`config.mk`:
```
export PLATFORM = sky130hd
export DESIGN_NAME = pushbutton_conditioner
export DESIGN_NICKNAME = d
export VERILOG_FILES = /design/src/rtl/pushbutton_conditioner.sv
export SDC_FILE = /design/constraint.sdc
export NUM_CORES = 1
export LEC_CHECK = 0
export ABC_AREA = 1
export CAP_MARGIN = 40
export CORE_ASPECT_RATIO = 0.8
export CORE_MARGIN = 2
export CORE_UTILIZATION = 58
export DETAILED_ROUTE_END_ITERATION = 10
export GPL_ROUTABILITY_DRIVEN = 0
export PLACE_DENSITY = 0.83
export REMOVE_ABC_BUFFERS = 1
export SLEW_MARGIN = 25
export SYNTH_ARGS = -nofsm -noshare
export SYNTH_HDL_FRONTEND = slang
export SYNTH_SLANG_ARGS = --single-unit
```
`constraint.sdc`:
```
create_clock -name clk -period 2.8 [get_ports clk]
set_input_delay 0.56 -clock clk [delete_from_list [all_inputs] [get_ports clk]]
set_output_delay 0.56 -clock clk [all_outputs]
set_load 0.005 [all_outputs]
```
`src/rtl/pushbutton_conditioner.sv`:
```
`default_nettype none
// ============================================================================
// Module      : pushbutton_conditioner
// Description : Front end for the uP input port. Synchronises, debounces and
//               edge-detects the raw board pushbuttons, then latches presses
//               until the CPU acknowledges them with rd_ack_i.
// Ports       :
//   clk           system clock (same clock as the uP)
//   reset         asynchronous, active-high reset
//   btn_raw_i     raw asynchronous pushbutton levels, 1 = pressed
//   rd_ack_i      one-cycle strobe: CPU has consumed btn_sticky_o
//   btn_level_o   debounced stable level per button
//   btn_press_o   one-cycle pulse per button on each accepted 0->1 change
//   btn_sticky_o  latched presses presented to the uP input port
//   pending_o     OR-reduction of btn_sticky_o
// Revision    : 1.0 - initial release
// ============================================================================
module pushbutton_conditioner #(
  parameter int WIDTH           = 4,
  parameter int DEBOUNCE_CYCLES = 16,
  parameter bit STICKY          = 1'b1
) (
  input  logic             clk,
  input  logic             reset,
  input  logic [WIDTH-1:0] btn_raw_i,
  input  logic             rd_ack_i,
  output logic [WIDTH-1:0] btn_level_o,
  output logic [WIDTH-1:0] btn_press_o,
  output logic [WIDTH-1:0] btn_sticky_o,
  output logic             pending_o
);

  localparam int            CW        = $clog2(DEBOUNCE_CYCLES) + 1;
  localparam logic [CW-1:0] C_CNT_MAX = CW'(DEBOUNCE_CYCLES - 1);

  // Two-flop synchroniser; only sync2_q is ever looked at downstream.
  logic [WIDTH-1:0] sync1_q;
  logic [WIDTH-1:0] sync2_q;

  logic [WIDTH-1:0]         level_q, level_d;
  logic [WIDTH-1:0]         press_q, press_d;
  logic [WIDTH-1:0][CW-1:0] cnt_q,   cnt_d;

  // Per-bit debounce: the counter only advances while the synchronised input
  // disagrees with the accepted level, so any return to agreement discards a
  // partial count. The press pulse is produced in the same next-state logic
  // so it lands on the same edge as the 0->1 level change.
  always_comb begin
    level_d = level_q;
    press_d = '0;
    cnt_d   = '0;
    for (int i = 0; i < WIDTH; i++) begin
      if (sync2_q[i] != level_q[i]) begin
        if (cnt_q[i] == C_CNT_MAX) begin
          level_d[i] = sync2_q[i];
          press_d[i] = sync2_q[i];
          cnt_d[i]   = '0;
        end else begin
          cnt_d[i] = cnt_q[i] + CW'(1);
        end
      end
    end
  end

  always_ff @(posedge clk or posedge reset) begin
    if (reset) begin
      sync1_q <= '0;
      sync2_q <= '0;
      level_q <= '0;
      press_q <= '0;
      cnt_q   <= '0;
    end else begin
      sync1_q <= btn_raw_i;
      sync2_q <= sync1_q;
      level_q <= level_d;
      press_q <= press_d;
      cnt_q   <= cnt_d;
    end
  end

  generate
    if (STICKY) begin : g_sticky
      logic [WIDTH-1:0] sticky_q, sticky_d;

      // Set has priority over the acknowledge so a press arriving in the
      // same cycle as rd_ack_i survives into the next read.
      always_comb begin
        sticky_d = (sticky_q & ~{WIDTH{rd_ack_i}}) | press_d;
      end

      always_ff @(posedge clk or posedge reset) begin
        if (reset) begin
          sticky_q <= '0;
        end else begin
          sticky_q <= sticky_d;
        end
      end

      assign btn_sticky_o = sticky_q;
    end else begin : g_level
      assign btn_sticky_o = level_q;
    end
  endgenerate

  assign btn_level_o = level_q;
  assign btn_press_o = press_q;
  assign pending_o   = |btn_sticky_o;

endmodule
`default_nettype wire

```
# [Word level (Yosys, flattened, before mapping)]
# Cells that the tools add are included.
[word_totals] register_bits=40 inputBits=7 word_cells=48 output_inout_bits=13
[classes] n_mux=16 eq_ne=8 add_sub_neg=4 reduce_logical=5 n_bitwise=3
[op_table] operator="$mux W5" n=8
[op_table] operator="$add A5 B1 Y5 const B" n=4
[op_table] operator="$eq A5 B4 Y1 const B" n=4
[op_table] operator="$mux W1" n=8
[op_table] operator="$reduce_and A2 Y1" n=4
[op_table] operator="$and A4 B4 Y4" n=1
[op_table] operator="$ne A1 B1 Y1" n=4
[op_table] operator="$not A4 Y4" n=1
[op_table] operator="$or A4 B4 Y4" n=1
[op_table] operator="$reduce_or A4 Y1" n=1

# [Logic depth before layout (Yosys ltp)]
[logic_depth] ltp_word=4 depth_mapped=5 mapped_depth_nobuf=5

# [Worst setup path after synthesis]
# Ideal clock, no wire load.
[synth_path] kind="reg-to-output" start="register g_sticky.sticky_q[0] (netlist: btn_sticky_o[0])" end="output port pending_o" path_stages_with_launch=3 path_buffers=0 path_slack_ns=1.698 required_ns=2.240 t_arrival_ns=0.542 path_cell_list="dfrtp_1 -> nor2_1 -> nand2_1"
[synth_via] elab_chain_cells=1
[synth_rtl] element="from (decl)" line="83" rtl="logic [WIDTH-1:0] sticky_q, sticky_d;"
[synth_rtl] element="from (signal assigned)" line="95" rtl="sticky_q <= sticky_d;"
[synth_rtl] element="$reduce_or A4 Y1" line="107" rtl="assign pending_o = |btn_sticky_o;"
[synth_rtl] element="to (decl)" line="30" rtl="output logic pending_o"
# No other way between the ends.

# [Worst setup path after layout]
# Same ends and word-level chain as after synthesis.

==> results.py <==
metrics = {
    "power_and_ir_drop": {
        "p_leak_uw": 0.00103,
        "seqPwrFrac": 0.588,
        "vdd_ir_drop_max_mv": 0.366,
        "p_clk_frac": 0.354,
        "switching_share": 0.226,
        "switchingPower_uw": 237,
        "p_comb_frac": 0.059,
        "power.density_mw_per_mm2": 541,
        "p_int_uw": 810,
    },
    "critical_path": {
        "start_kind": "register",
        "worstRegToRegCells": 4,
        "r2r_slack_ns": 1.69,
        "crit_path_cell_trace": "nor2_1 > nand2_1 > clkdlybuf4s50_1",
        "cp.arrival_ns": 1.43,
        "worstPathRequired_ns": 2.24,
        "critical_path_class": "reg2out",
        "crit_path_top_delay_cell": "clkdlybuf4s50_1",
        "timing.rr.end": "cnt_q[10]$_DFF_PP0_",
        "worst-path-max-fanout": 3,
        "crit_path_end_kind": "primary output",
        "timing.rr.start": "cnt_q[10]$_DFF_PP0_",
        "crit_path_max_incr_delay_ns": 0.44,
    },
    "routing": {
        "post_drt_wl_per_cell_um": 11.2,
        "dr.first_iter.drc_count": 54,
        "drc_errors": 0,
        "first_pass_iters": 4,
        "dr_total_vias": 1129,
        "ant_nets": 0,
        "wl_mm": 2.64,
        "via_per_inst": 4.80,
    },
    "final_layout": {
        "fill_cells": 215,
        "final_core_util": 0.716,
        "antennaDiodeCount": 0,
        "syn_to_final_growth_pct": 19.9,
        "multi_input_area_sq_um": 514,
        "drive_above_1_share": 0.0812,
        "register_area_sq_mm": 0.00100,
        "instances_no_fill": 235,
        "layout.nets": 207,
    },
    "clock_network": {
        "root_buffer": "clkbuf_4",
        "clk_path_buf_depth": 2,
        "cts_resized": 0,
        "hold_buffers": 0,
        "htreeDepth": 2,
        "cts_tree": "done",
        "numCtsBuffers": 5,
        "cts_setup_buffers": 0,
        "path_clk_slew_ns": 0.12,
        "clk_latency_ns": 0.35,
        "numClockSinks": 40,
    },
    "placement": {
        "port_buffers": 19,
        "post-dp-hpwl_mm": 1.96,
        "placed_cells": 227,
    },
    "timing": {
        "timing.fmax_ghz": 0.503,
        "setup_violations": 0,
        "fin_crit_ns": 1.99,
        "tns_ns": 0,
        "fin_skew_ns": 0.0144,
        "max_slew_margin": 0.682,
        "tightest_slew_ns": 0.477,
        "finalCritPeriodShare": 0.709,
        "final-hold-violation-count": 0,
        "hold_slack_ns": 0.356,
        "rsz0062_at_grt": "no",
        "maxSlewViolCount": 0,
    },
    "flow_run": {
        "cap_violations": 0,
    },
    "grt": {
        "grt_pass1_vias": 1193,
        "grt_overflow_total": 0,
        "antenna_found_initial": 0,
        "grt_max_degree": 41,
        "grt_pass1_wl_mm": 4.89,
        "grtUsageTotal": 0.205,
    },
    "synthesis": {
        "synth_compound_area_frac": 0.0171,
        "netlist_area_sq_mm": 0.00161,
        "synthXorXnorAreaFrac": 0.0217,
        "synth.distinct_cells": 12,
        "synth_top_family_by_area": "simple AND/OR/NAND/NOR gates",
        "syn_area_per_cell_sq_um": 9.54,
        "synth_mux_area_frac": 0,
        "synth-simple-area-share": 0.249,
        "synthAdderAreaFrac": 0.0310,
        "seq_area_frac_synth": 0.621,
        "ys_ff_latch": 40,
        "yosysWarnings": 0,
        "netlist_instances": 169,
    },
    "worst_hold_path": {
        "min_path_cells": 0,
        "hp-class": "reg2reg",
        "holdPathEnd": "sync2_q[2]$_DFF_PP0_",
        "hp-start": "sync1_q[2]$_DFF_PP0_",
    },
    "floorplanning": {
        "die_area_sq_mm": 0.00322,
        "die_h_um": 51.2,
        "ios": 20,
        "core_area_sq_mm": 0.00270,
        "die_x_um": 63.0,
        "start_util": 0.597,
        "rows": 17,
    },
    "status": {
        "status": "finished clean",
    },
}
-- metal layers --
metal / up-vias / wire length, um / GRT usage
li1: 573 / - / -
met1: 531 / 1230 / 0.241
met2: 25 / 1290 / 0.349
met3: 0 / 122 / 0.0815
met4: 0 / 0 / 0.0630
met5: - / 0 / 0
-- synth_stat cells, drive strengths merged --
cell	instances	share of area
dfrtp	40	0.62
ha	4	0.031
inv	26	0.061
nand2	45	0.11
nand3	8	0.025
nand4	8	0.047
nor2	30	0.070
o21ai	4	0.017
xnor2	4	0.022
-- cells in the final DEF, fill, tap and decap left out --
| cell type | instances |
|---|---|
| clkinv_2 | 1 |
| nand2_2 | 2 |
| inv_1 | 26 |
| o21ai_1 | 2 |
| nand4_1 | 4 |
| clkbuf_4 | 5 |
| clkdlybuf4s50_1 | 19 |
| o21ai_2 | 2 |
| dfrtp_1 | 40 |
| nand2_1 | 43 |
| xnor2_1 | 4 |
| nand3_1 | 8 |
| clkbuf_1 | 1 |
| buf_4 | 1 |
| nor2_1 | 30 |
| bufinv_16 | 1 |
| nand4_2 | 4 |
| ha_1 | 4 |
-- sequential cells by signal (all words and copies together) (netlist names) --
signal	cells
btn_level_o	4
sync2_q	4
cnt_q	20
sync1_q	4
btn_press_o	4
btn_sticky_o	4
-- worst max path at each step --
stage / slack, ns / from / depth (start not counted) / endpoint
after floorplan: 1.32 / reset / 1 / btn_level_o[0]$_DFFE_PP0P_
after global placement: 1.28 / btn_sticky_o[2]$_DFF_PP0_ / 3 / pending_o
after detailed placement: 1.21 / btn_sticky_o[0]$_DFF_PP0_ / 3 / pending_o
after CTS: 0.80 / btn_sticky_o[0]$_DFF_PP0_ / 3 / pending_o
after global routing: 0.72 / btn_sticky_o[0]$_DFF_PP0_ / 3 / pending_o
final: 0.81 / btn_sticky_o[0]$_DFF_PP0_ / 3 / pending_o
-- worst max-delay path: cells and delay by family, from the launching register on --
family | cells | cell delay (ns)
AND/OR/NAND/NOR | 2 | 0.22
flip-flops | 1 | 0.41
buffers and inverters | 1 | 0.44
-- cell type report --
| type | instances | area share |
|---|---|---|
| Inverter | 26 | 0.0505 |
| Multi-Input combinational cell | 103 | 0.266 |
| Clock inverter | 2 | 0.0181 |
| Tap cell | 38 | 0.0246 |
| Sequential cell | 40 | 0.517 |
| Clock buffer | 6 | 0.0213 |
| Timing Repair Buffer | 20 | 0.102 |
-- through the flow --
step / instance area (sq um) / power (uW) / worst slack, ns
2_1_floorplan: 1610 / 666 / 1.32
3_3_place_gp: 1860 / 684 / 1.28
3_5_place_dp: 1860 / 690 / 1.21
4_1_cts: 1930 / 1060 / 0.803
5_1_grt: 1930 / 1100 / 0.723
6_report: 1930 / 1050 / 0.814
-- power groups by stage --
stage               Sequential (uW)  Clock, uW  Combinational [uW]
CTS                             616        382                63.1
global placement                625          0                58.7
floorplan                       623          0                42.9
detailed placement              627          0                62.8
finish                          616        370                61.3
global route                    619        406                72.6
-- cell families after synthesis --
kind of cell	after synthesis
AND/OR/NAND/NOR	91
flip-flops	40
buffers and inverters	26
AO/OA/AOI/OAI	4
XOR/XNOR	4
adder cells (fa/ha/maj)	4
Power figures use the tool's default switching activity.
